$ cat src/rtl/ps2_arrow_receiver.sv
// PS/2 keyboard frame receiver with extended arrow-key make/break decoding.
// Optional build macro PS2_TYPEMATIC_FILTER_EN: Readable only when an arrow level changes.
module ps2_arrow_receiver #(
  parameter int unsigned TIMEOUT_CYCLES = 25000,
  parameter int unsigned SYNC_STAGES    = 2
) (
  input  logic       CLK,
  input  logic       RST,
  input  logic       PS2Clk,
  input  logic       PS2Data,
  output logic       Up,
  output logic       Down,
  output logic       Left,
  output logic       Right,
  output logic       Readable,
  output logic [7:0] ScanCode,
  output logic       ScanValid,
  output logic       FrameError
);

  localparam int unsigned TW = (TIMEOUT_CYCLES > 2) ? $clog2(TIMEOUT_CYCLES) : 1;

  typedef enum logic [1:0] {
    S_IDLE,
    S_DATA,
    S_PARITY,
    S_STOP
  } state_t;

  logic [SYNC_STAGES-1:0] clk_sync_q;
  logic [SYNC_STAGES-1:0] data_sync_q;
  logic                   clk_prev_q;
  logic                   sync_clk;
  logic                   sync_data;
  logic                   fall;

  state_t                 state_q;
  logic [2:0]             bit_cnt_q;
  logic [7:0]             shift_q;
  logic                   parity_q;
  logic [TW-1:0]          to_q;
  logic [7:0]             scan_code_q;
  logic                   scan_valid_q;
  logic                   frame_error_q;

  logic                   break_q;
  logic                   ext_q;
  logic [3:0]             arrows_q;
  logic                   readable_q;
  logic                   arrow_hit;
  logic [1:0]             arrow_idx;

  // NOTE: synchroniser flops reset to 1, the idle bus level, so leaving reset never fakes a falling edge.
  always_ff @(posedge CLK or posedge RST) begin
    if (RST) begin
      clk_sync_q  <= '1;
      data_sync_q <= '1;
      clk_prev_q  <= 1'b1;
    end else begin
      // NOTE: non-blocking assignments make every stage sample the previous stage's old value.
      clk_sync_q  <= {clk_sync_q[SYNC_STAGES-2:0], PS2Clk};
      data_sync_q <= {data_sync_q[SYNC_STAGES-2:0], PS2Data};
      clk_prev_q  <= sync_clk;
    end
  end

  assign sync_clk  = clk_sync_q[SYNC_STAGES-1];
  assign sync_data = data_sync_q[SYNC_STAGES-1];
  assign fall      = clk_prev_q & ~sync_clk;

  always_ff @(posedge CLK or posedge RST) begin
    if (RST) begin
      state_q       <= S_IDLE;
      bit_cnt_q     <= '0;
      shift_q       <= '0;
      parity_q      <= 1'b0;
      to_q          <= '0;
      scan_code_q   <= '0;
      scan_valid_q  <= 1'b0;
      frame_error_q <= 1'b0;
    end else begin
      scan_valid_q  <= 1'b0;
      frame_error_q <= 1'b0;

      if (state_q == S_IDLE || fall) begin
        to_q <= '0;
      end else begin
        to_q <= to_q + TW'(1);
      end

      case (state_q)
        S_IDLE: begin
          if (fall && !sync_data) begin
            state_q   <= S_DATA;
            bit_cnt_q <= '0;
          end
        end
        S_DATA: begin
          if (fall) begin
            shift_q   <= {sync_data, shift_q[7:1]};
            bit_cnt_q <= bit_cnt_q + 3'd1;
            if (bit_cnt_q == 3'd7) begin
              state_q <= S_PARITY;
            end
          end
        end
        S_PARITY: begin
          if (fall) begin
            parity_q <= sync_data;
            state_q  <= S_STOP;
          end
        end
        S_STOP: begin
          if (fall) begin
            if ((^{shift_q, parity_q}) && sync_data) begin
              scan_code_q  <= shift_q;
              scan_valid_q <= 1'b1;
            end else begin
              frame_error_q <= 1'b1;
            end
            state_q <= S_IDLE;
          end
        end
        default: state_q <= S_IDLE;
      endcase

      // A fall in the timeout cycle keeps the frame alive, so only abort when no edge arrived.
      if (state_q != S_IDLE && !fall && to_q == TW'(TIMEOUT_CYCLES - 1)) begin
        state_q       <= S_IDLE;
        shift_q       <= '0;
        to_q          <= '0;
        frame_error_q <= 1'b1;
      end
    end
  end

  // NOTE: every combinational output gets a default first so no latch is inferred.
  always_comb begin
    arrow_hit = 1'b0;
    arrow_idx = 2'd0;
    case (scan_code_q)
      8'h75: begin arrow_hit = 1'b1; arrow_idx = 2'd0; end
      8'h72: begin arrow_hit = 1'b1; arrow_idx = 2'd1; end
      8'h6B: begin arrow_hit = 1'b1; arrow_idx = 2'd2; end
      8'h74: begin arrow_hit = 1'b1; arrow_idx = 2'd3; end
      default: ;
    endcase
  end

  always_ff @(posedge CLK or posedge RST) begin
    if (RST) begin
      break_q    <= 1'b0;
      ext_q      <= 1'b0;
      arrows_q   <= '0;
      readable_q <= 1'b0;
    end else begin
      readable_q <= 1'b0;
      if (frame_error_q) begin
        break_q <= 1'b0;
        ext_q   <= 1'b0;
      end else if (scan_valid_q) begin
        case (scan_code_q)
          8'hF0: break_q <= 1'b1;
          8'hE0: ext_q   <= 1'b1;
          default: begin
            if (ext_q && arrow_hit) begin
              arrows_q[arrow_idx] <= ~break_q;
`ifdef PS2_TYPEMATIC_FILTER_EN
              // The level changes exactly when the held value equals the break flag.
              readable_q <= (arrows_q[arrow_idx] == break_q);
`else
              readable_q <= 1'b1;
`endif
            end
            break_q <= 1'b0;
            ext_q   <= 1'b0;
          end
        endcase
      end
    end
  end

  assign Up         = arrows_q[0];
  assign Down       = arrows_q[1];
  assign Left       = arrows_q[2];
  assign Right      = arrows_q[3];
  assign Readable   = readable_q;
  assign ScanCode   = scan_code_q;
  assign ScanValid  = scan_valid_q;
  assign FrameError = frame_error_q;

endmodule

$ cat config.mk
export PLATFORM = sky130hd
export DESIGN_NAME = ps2_arrow_receiver
export DESIGN_NICKNAME = d
export VERILOG_FILES = /design/src/rtl/ps2_arrow_receiver.sv
export SDC_FILE = /design/constraint.sdc
export NUM_CORES = 1
export LEC_CHECK = 0
export ABC_AREA = 1
export BUFFER_PORTS_ARGS = -buffer_cell sky130_fd_sc_hd__buf_2
export CAP_MARGIN = 5
export CORE_ASPECT_RATIO = 2
export CORE_MARGIN = 2
export CORE_UTILIZATION = 45
export DETAILED_ROUTE_END_ITERATION = 12
export GPL_TIMING_DRIVEN = 0
export HOLD_SLACK_MARGIN = 0.06
export PLACE_DENSITY = 0.7
export SYNTH_ARGS = -nofsm -noshare
export SYNTH_HDL_FRONTEND = slang
export SYNTH_SLANG_ARGS = --single-unit
$ cat constraint.sdc
create_clock -name CLK -period 1.8 [get_ports CLK]
set_input_delay 0.27 -clock CLK [delete_from_list [all_inputs] [get_ports CLK]]
set_output_delay 0.27 -clock CLK [all_outputs]
set_load 0.005 [all_outputs]
==> impl_results.md, run 1 <==
- Pin count of the biggest net entering global routing: 43
- Antenna Cells: 0
- Peak supply drop: 0.769 mV
- Die area: between 0.007 and 0.008 mm2
- Crit end category: flop
- Nets@finish: 414
- Ys async rst share: 100%
- Setup bufs post-CTS: 0
- Post-layout util: roughly 53%
- Post-Synthesis Cells: 376
- Yosys cell types: 36
- Detailed Route WL: between 5000 and 6000 um
- Tightest Pin Transition: 0.475 ns
- Die span in x: approximately 60 um
- Number of fill cells: 569
- Maxcap violations: 0
- Worst hold path depth: 1
- CP arrival: 1.82 ns
- Hold_sp: PS2Data
- Clock latency on the worst-skew pair: approximately 0.29 ns
- R2R Path End: bit_cnt_q[2]$_DFFE_PP0P_
- CTS Root Cell: clkbuf_16
- Ys Warns: 0
- Leakage: 0.00171 uW
- Via density: 4.80
- GR Util All Layers: ~18%
- Reg area: 0.00128 mm2
- Post-synth EDFFs: 0
- Final GP Congestion: 0.798
- Routed Antenna Nets: 0
- Final hold vios: 0
- Starting density of the core: ~46%
- CTS Buf Count: 5
- Fraction of layout cells with a size suffix above 1: between 10% and 20%
- Vias in the first global route: 2226
- Fmax: around 0.61 GHz
- Clk sinks: 51
- Die height: 117 um
- Worst setup SP type: flop
- Final setup fails: 0
- Grt ovf: 0
- Slew Limit Fails: 0
- Worst-path clk slew: roughly 0.060 ns
- IO Port Bufs: 18
- Final period util: 91.5%
- Unrepaired setup endpoints after global routing: no
- Dpl hpwl: roughly 4000 um
- Critical path class: reg -> reg
- Avg WL per Cell: 11.2 um
- Worst EP required: 1.98 ns
- Highest-count cells in the layout ignoring fill and taps: 116 x nand2_1, 52 x inv_1, 46 x dfrtp_1
- Multi-input logic area: 0.00137 mm2
- Most used flip-flop cell after synthesis: dfrtp_1
- Core Box Area: 0.00621 mm2
- R2r startpoint: state_q[1]$_DFFE_PP0P_
- CTS max path bufs: 2
- Drt drc: 0
- Hold Path Class: in -> reg
- DR iter-0 viols: 96
- CTS tree: built
- Outcome: complete, no violations
- Row cnt: 41
- Worst slew margin: approximately two thirds
- Post-synthesis net count: 387
- Area grow syn2layout: 15.0%
- Mapped Area: 0.00286 mm2
- Yosys reg bits: 51
- Crit-path max FO: 10
- Fin worst setup slack: around 0.15 ns
- Post-layout min period: about 1.6 ns
- Syn avg cell area: 7.60 um2
- Endpoint with the worst hold slack: data_sync_q[0]$_DFF_PP1_
- Register area share after synthesis: 44.9%
- H-tree levels: 2
- Ports: 19
- First-pass GRT wire length: 9730 um
- Worst clock skew: 0.00559 ns
- Power per cell area: 1260 mW/mm2
- Dpl ws: between 0.03 and 0.04 ns
- Antenna violations before repair: 0
- FF-to-FF path depth: 5
- Reg2Reg Setup Slack: 0.15 ns
- Commonest non-fill, non-tap cell in the layout: nand2_1
- DRT Pass-1 Iters: 6
- DR vias: roughly 2.4k
## critical path, stage by stage, from the launching register on
cell	delay [ns]
dfrtp_1	0.39
inv_1	0.08
ha_1	0.23
nand2_2	0.19
clkinv_1	0.29
a32o_1	0.35
## state kept, by name, summed over array words and instances (netlist names), 2 cells and up
register     count
clk_sync_q       2
ScanCode         8
bit_cnt_q        3
state_q          2
shift_q          8
arrows_q         4
data_sync_q      2
to_q            15
## how the worst max path moves through the flow
| stage | to | depth (start not counted) | start |
|---|---|---|---|
| final | bit_cnt_q[2]$_DFFE_PP0P_ | 5 | state_q[1]$_DFFE_PP0P_ |
| after global routing | state_q[1]$_DFFE_PP0P_ | 8 | to_q[0]$_DFF_PP0_ |
| after CTS | state_q[0]$_DFFE_PP0P_ | 10 | state_q[0]$_DFFE_PP0P_ |
| after detailed placement | state_q[0]$_DFFE_PP0P_ | 10 | state_q[0]$_DFFE_PP0P_ |
| after global placement | to_q[9]$_DFF_PP0_ | 2 | RST |
| after floorplan | state_q[0]$_DFFE_PP0P_ | 10 | state_q[0]$_DFFE_PP0P_ |
## metrics by stage
stage	std cells	setup TNS, ns	hold WS, ns	area [um2]	total power (uW)
4_1_cts	490	0	0.0694	3250	4150
3_5_place_dp	481	0	0.203	3080	3070
3_3_place_gp	480	-15.06	0.347	3060	3040
6_report	490	0	0.0757	3290	4140
5_1_grt	490	0	0.0696	3290	4510
2_1_floorplan	376	0	0.274	2860	2740
## cell usage after synthesis (all sizes together), types with 2 or more instances
| library cell | count | area, um2 |
|---|---|---|
| dfstp | 5 | 131 |
| a21oi | 15 | 75.1 |
| nand2 | 122 | 478 |
| nand4 | 18 | 128 |
| nor3 | 13 | 70.1 |
| dfrtp | 46 | 1150 |
| nor4 | 2 | 12.5 |
| nand3b | 3 | 26.3 |
| inv | 58 | 220 |
| o21ai | 9 | 48.8 |
| nor2 | 35 | 159 |
| buf | 2 | 10.0 |
| xor2 | 6 | 52.6 |
| ha | 7 | 87.6 |
| nand3 | 25 | 135 |
## cells by family after synthesis
| kind of cell | Yosys count | share of synthesized area [%] |
|---|---|---|
| AND/OR/NAND/NOR | 220 | 35.7 |
| buffers and inverters | 62 | 8.32 |
| flip-flops | 51 | 44.9 |
| AO/OA/AOI/OAI | 29 | 5.87 |
| XOR/XNOR | 7 | 2.15 |
| adder cells (fa/ha/maj) | 7 | 3.06 |
## routing by layer
layer | GRT usage (%) | up-vias | wire length (um)
li1 | - | 1244 | -
met1 | 25.6 | 1070 | 2810
met4 | 7.26 | 0 | 107
met2 | 26.1 | 31 | 2470
met5 | 0 | - | 0
met3 | 2.44 | 9 | 109
## area by class of cell
class                      count  share of cell area (%)
tap                           86                    3.27
clock buffer                   5                    3.81
timing repair buffer          20                    3.65
buffer                         3                   0.419
sequential                    51                    39.0
inverter                      59                    6.89
multi-input combinational    263                    41.6
clock inverter                 3                    1.33
## power breakdown
group          switching (uW)  leakage [uW]  internal (uW)
registers                 211      0.000678           1350
logic                     967      0.000944            546
clock network             407     0.0000838            655
## what timing repair did
item,CTS,global route
setup endpoints to repair,0,15
hold endpoints to repair,9,0
resized for setup,0,8
hold buffers,1,0
Power figures use the tool's default switching activity.
==> inputs of run 2 (changes only) <==
--- a/config.mk
+++ b/config.mk
@@ -6,15 +6,15 @@
 export NUM_CORES = 1
 export LEC_CHECK = 0
 export ABC_AREA = 1
-export BUFFER_PORTS_ARGS = -buffer_cell sky130_fd_sc_hd__buf_2
 export CAP_MARGIN = 5
 export CORE_ASPECT_RATIO = 2
 export CORE_MARGIN = 2
-export CORE_UTILIZATION = 45
+export CORE_UTILIZATION = 42
 export DETAILED_ROUTE_END_ITERATION = 12
+export DONT_BUFFER_PORTS = 1
 export GPL_TIMING_DRIVEN = 0
 export HOLD_SLACK_MARGIN = 0.06
-export PLACE_DENSITY = 0.7
+export PLACE_DENSITY = 0.64
 export SYNTH_ARGS = -nofsm -noshare
 export SYNTH_HDL_FRONTEND = slang
 export SYNTH_SLANG_ARGS = --single-unit
==> run 2 against run 1 <==
First-iteration DRC count rose by 28%; final area down 2.5%; combinational power barely moved; critical path depth up 5; register-to-register slack is essentially flat; global-route usage is 0.52 points higher; total power decreased by 1.4%; die area is 6.8% higher; via count is 1.6% higher.
==> impl_results.md, run 2 (same netlist as run 1, synthesis figures left out) <==
- Die span in x: 62.3 um
- Final GP Congestion: 0.834
- CTS tree: built
- Worst slew margin: 67.8%
- Dpl cells: 465
- Die area: between 0.007 and 0.008 mm2
- Max stage delay cell, worst path: dfrtp_1
- Antenna violations before repair: 0
- Worst clock skew: between 0.004 and 0.005 ns
- Hold_sp: clk_sync_q[0]$_DFF_PP1_
- Area grow syn2layout: 12.2%
- Peak supply drop: between 0.6 and 0.7 mV
- CP max stage delay: ~0.42 ns
- CP arrival: 1.81 ns
- M1 GR Usage: 15.4%
- Crit-path max FO: 10
- Clk pwr share: 24.1%
- Row cnt: 42
- Grt ovf: 0
- Detailed Route WL: 6310 um
- Fin worst setup slack: 0.162 ns
- Delay-heaviest family, CP: simple AND/OR/NAND/NOR gates
- Most flop-heavy register: to_q
- DR vias: 2391
- Slew Limit Fails: 0
- DR iter-0 viols: between 100 and 150
- Met3 Use GR: 3.07%
- Internal: 2470 uW
- Dpl ws: -0.0186 ns
- Net Sw Frac: between 30% and 40%
- H-tree levels: 2
- NetSw: 1610 uW
- Drt drc: 0
- Crit path cell chain: inv_1 -> ha_2 -> inv_2 -> nand2_4 -> nor2_2 -> nand3b_4 -> inv_4 -> nor2_1 -> nand3_1 -> nand2_1
- Tightest Pin Transition: 0.482 ns
- GR Util All Layers: 18.1%
- Maxcap violations: 0
- Final hold vios: 0
- Worst Path Buf+Inv: 3
- Max FFs per register: 15
- Vias in the first global route: ~2.5k
- First-pass GRT wire length: 10700 um
- Fraction of layout cells with a size suffix above 1: 11.1%
- Starting density of the core: 43.2%
- Critical Path Source: state_q[0]$_DFFE_PP0P_
- Final period util: 91.0%
- Crit end category: flop
- R2r startpoint: state_q[0]$_DFFE_PP0P_
- Clock latency on the worst-skew pair: 0.29 ns
- Routed Antenna Nets: 0
- Worst-path clk slew: 0.06 ns
- Leakage: 0.00161 uW
- Clk sinks: between 50 and 60
- CTS Root Cell: clkbuf_16
- Nets@finish: 398
- Via density: 5.02
- Grt met2 use: 37.5%
- Highest-count cells in the layout ignoring fill and taps: 116 x nand2_1, 52 x inv_1, 46 x dfrtp_1
- Critical path class: reg -> reg
- CTS Buf Count: 5
- Number of fill cells: approximately 680
- Avg WL per Cell: about 13 um
- DRT Pass-1 Iters: 4
- Flop pwr share: 39.1%
- Hold Path Class: reg -> reg
- IO Port Bufs: 0
- Ports: 19
- Unrepaired setup endpoints after global routing: no
- Pin count of the biggest net entering global routing: 31
- Commonest non-fill, non-tap cell in the layout: nand2_1
- CTS max path bufs: 2
- Most used routing layer: met2
- Core Box Area: 0.00662 mm2
- Non-Filler Instances: 476
- Worst EP required: 1.98 ns
- Antenna Cells: 0
- Dpl hpwl: approximately 5000 um
- Post-layout min period: 1.64 ns
- Final setup fails: 0
- Die height: ~120 um
- Fmax: roughly 0.61 GHz
- Logic gate share of total power: a little under two fifths
- Outcome: complete, no violations
- Power per cell area: 1270 mW/mm2
- Worst setup SP type: flop
-- run 2: changes by cell type in the layout (fill, tap and decap cells not counted), sizes merged --
cell	before	now
dlygate4sd3	1	3
buf	21	3
clkbuf	6	9
bufinv	1	0
clkinvlp	0	1
clkinv	3	0
-- run 2: path summary, 6_finish.rpt --
path	endpoint	slack (ns)	depth (start not counted)
min in group asynchronous	to_q[14]$_DFF_PP0_	0.46	2
min reg2reg	clk_sync_q[1]$_DFF_PP1_	0.35	0
max in group asynchronous	state_q[0]$_DFFE_PP0P_	0.82	3
max	state_q[0]$_DFFE_PP0P_	0.16	10
max reg2reg	state_q[0]$_DFFE_PP0P_	0.16	10
min	clk_sync_q[1]$_DFF_PP1_	0.35	0
-- run 2: power by group through the flow --
stage / clock (uW) / sequential, uW / combinational (uW)
6_report: 983 / 1600 / 1500
5_1_grt: 1070 / 1630 / 1750
4_1_cts: 1020 / 1590 / 1500
3_5_place_dp: 0 / 1610 / 1490
3_3_place_gp: 0 / 1600 / 1440
2_1_floorplan: 0 / 1540 / 1210
-- run 2: layout make-up --
type	instances	area, um2	share of cell area, %
inverters	59	230	7.18
clock buffers	8	156	4.88
repair buffers	4	50.0	1.56
multi-input cells	263	1360	42.5
well taps	88	110	3.43
flip-flops and latches	51	1280	40.0
plain buffers	3	13.8	0.429
-- run 2: metrics by stage --
stage                     power (uW)  util (%)  instance area (um2)  hold WS [ns]  setup TNS (ns)
after global routing            4440      48.4                 3210         0.359               0
after CTS                       4110      48.0                 3180         0.356         -0.0189
after detailed placement        3100      45.1                 2990         0.198         -0.0186
final                           4080      48.4                 3210         0.355               0
after global placement          3040      44.8                 2970         0.275          -13.02
after floorplan                 2740         -                 2860         0.274               0
-- run 2: timing repair --
action | in CTS | in global routing
resized for setup | 1 | 7
setup buffers | 0 | 0
hold buffers | 3 | 0
endpoints found under the setup margin | 1 | 15
hold endpoints to repair | 18 | 0
-- run 2: routing by layer --
| layer | wire length (um) | up-vias |
|---|---|---|
| met5 | 0 | - |
| met1 | 2130 | 1104 |
| met3 | 198 | 20 |
| met2 | 3740 | 52 |
| met4 | 252 | 0 |
| li1 | - | 1215 |
==> inputs of run 3 (changes only) <==
--- a/config.mk
+++ b/config.mk
@@ -14,6 +14,7 @@
 export DONT_BUFFER_PORTS = 1
 export GPL_TIMING_DRIVEN = 0
 export HOLD_SLACK_MARGIN = 0.06
+export MAX_ROUTING_LAYER = met4
 export PLACE_DENSITY = 0.64
 export SYNTH_ARGS = -nofsm -noshare
 export SYNTH_HDL_FRONTEND = slang
==> run 3 against run 2 <==
Critical path depth decreased by 1; fmax grew 0.17%; first-iteration DRC count down 8.9%; final area unchanged; combinational power about the same; critical endpoint is now to_q[0]$_DFF_PP0_; largest cell class unchanged.
==> impl_results.md, run 3 (same netlist as run 1, synthesis figures left out) <==
- Fmax: 0.611 GHz
- DR iter-0 viols: 112
- GR Util All Layers: 18.7%
- Worst hold path depth: 0
- Vias in the first global route: ~2.5k
- Worst clock skew: roughly 0.0053 ns
- Core Box Area: roughly 0.0066 mm2
- Final period util: 90.9%
- Worst EP required: 2.03 ns
- CP arrival: 1.87 ns
- Reg2Reg Setup Slack: 0.16 ns
- R2r startpoint: state_q[0]$_DFFE_PP0P_
- Drt drc: 0
- Flop pwr share: between 30% and 40%
- Antenna Cells: 0
- Antenna violations before repair: 0
- Commonest non-fill, non-tap cell in the layout: nand2_1
- DRT Pass-1 Iters: 4
- Via density: 5.02
- CTS max path bufs: 2
- Endpoint with the worst hold slack: data_sync_q[1]$_DFF_PP1_
- Final GP Congestion: 0.847
- Worst setup SP type: flop
- Hold Path Class: reg -> reg
- Outcome: complete, no violations
- Final hold vios: 0
- H-tree levels: 2
- Avg WL per Cell: 13.2 um
- IO Port Bufs: 0
- FF-to-FF path depth: 9
- Die area: around 0.0075 mm2
- Maxcap violations: 0
- First-pass GRT wire length: 10700 um
- Max stage delay cell, worst path: dfrtp_1
- Grt ovf: 0
- Peak supply drop: 0.687 mV
- Routed Antenna Nets: 0
- Post-route design area: ~0.0032 mm2
- Final setup fails: 0
- Area grow syn2layout: 12.2%
- CTS tree: built
- Starting density of the core: 43.2%
- R2R Path End: to_q[0]$_DFF_PP0_
- NetSw: 1610 uW
- Critical path class: reg -> reg
- Die span in x: 62.3 um
- Worst-path clk slew: 0.06 ns
- Most used cell, CP: inv_1
- Most flop-heavy register: to_q
- Worst Path Buf+Inv: 3
- Detailed Route WL: 6300 um
- DR vias: 2390
- Row cnt: 42
- Net Sw Frac: 39.5%
- Placed Area: around 0.003 mm2
- Dpl hpwl: 4900 um
- Hold_sp: data_sync_q[0]$_DFF_PP1_
- Setup bufs post-CTS: 0
- Delay-heaviest family, CP: simple AND/OR/NAND/NOR gates
- Crit-path max FO: 7
- Leakage: 0.00161 uW
- CTS Buf Count: 5
- Nets@finish: 398
- Crit path cell chain: inv_1 -> ha_2 -> inv_2 -> nand2_4 -> nor2_2 -> nand3b_4 -> nand3_2 -> or2_1 -> inv_1
- Post-layout util: 48.4%
- Worst slew margin: 67.3%
- CP max stage delay: 0.43 ns
- Max FFs per register: 15
- Die height: around 120 um
- Post-layout min period: 1.64 ns
- Highest-count cells in the layout ignoring fill and taps: 116 x nand2_1, 52 x inv_1, 46 x dfrtp_1
- Ports: 19
- Fraction of layout cells with a size suffix above 1: between 10% and 20%
- Clock latency on the worst-skew pair: 0.29 ns
- Logic gate share of total power: 36.8%
- CTS Root Cell: clkbuf_16
- Unrepaired setup endpoints after global routing: no
- Slew Limit Fails: 0
- Power per cell area: around 1300 mW/mm2
- Clk sinks: 51
- Pin count of the biggest net entering global routing: 31
- Internal: 2470 uW
- Tightest Pin Transition: 0.491 ns
- Crit end category: flop
- Clk pwr share: 24.1%
[run 3: cell counts in the layout (fill, tap and decap cells not counted)]
No cell type changed its count.
[run 3: repair_timing]
item,4_1_cts,5_1_grt
setup endpoints to repair,1,15
hold buffers,3,0
gates resized for setup,1,7
cloned,0,0
endpoints found under the hold margin,18,0
[run 3: layer usage]
layer,share of wire (%),GRT usage [%],vias to the layer above
met5,0,-,-
met4,4.0,10.6,0
met3,2.7,3.07,20
met2,59,37.7,45
met1,34,15.4,1110
li1,-,-,1215
[run 3: worst max-delay path by stage]
stage                                 start                 endpoint  depth (start not counted)
finish               state_q[0]$_DFFE_PP0P_        to_q[0]$_DFF_PP0_                          9
global route        ScanCode[0]$_DFFE_PP0P_  arrows_q[2]$_DFFE_PP0P_                          8
CTS                  state_q[0]$_DFFE_PP0P_        to_q[0]$_DFF_PP0_                          9
detailed placement   state_q[0]$_DFFE_PP0P_   state_q[0]$_DFFE_PP0P_                         10
global placement                        RST        to_q[2]$_DFF_PP0_                          1
floorplan            state_q[0]$_DFFE_PP0P_   state_q[0]$_DFFE_PP0P_                         10
[run 3: final cells by class]
class | instances | area, um2
inverters | 59 | 230
well taps | 88 | 110
clock buffers | 8 | 156
flip-flops and latches | 51 | 1280
multi-input cells | 263 | 1360
repair buffers | 4 | 50.0
fillers | 679 | 3420
plain buffers | 3 | 13.8
[run 3: through the flow]
stage | power (uW) | hold WS (ns) | setup WS, ns | setup TNS, ns | instances
6_report | 4090 | 0.355 | 0.164 | 0 | 476
5_1_grt | 4440 | 0.359 | 0.000266 | 0 | 476
4_1_cts | 4110 | 0.356 | -0.0189 | -0.0189 | 476
3_5_place_dp | 3100 | 0.198 | -0.0186 | -0.0186 | 465
3_3_place_gp | 3040 | 0.275 | -0.285 | -13.02 | 464
2_1_floorplan | 2740 | 0.274 | 0.275 | 0 | 376
[run 3: power groups by stage]
stage          Sequential, uW  Combinational, uW  Clock [uW]
2_1_floorplan            1540               1210           0
6_report                 1600               1500         985
3_3_place_gp             1600               1440           0
4_1_cts                  1590               1500        1020
5_1_grt                  1630               1750        1070
3_5_place_dp             1610               1490           0
[run 3: worst register-to-register path, cell delays in order, from the launching register on]
cell,delay (ns)
dfrtp_1,0.43
inv_1,0.11
ha_2,0.24
inv_2,0.08
nand2_4,0.11
nor2_2,0.06
nand3b_4,0.11
nand3_2,0.15
or2_1,0.24
inv_1,0.05
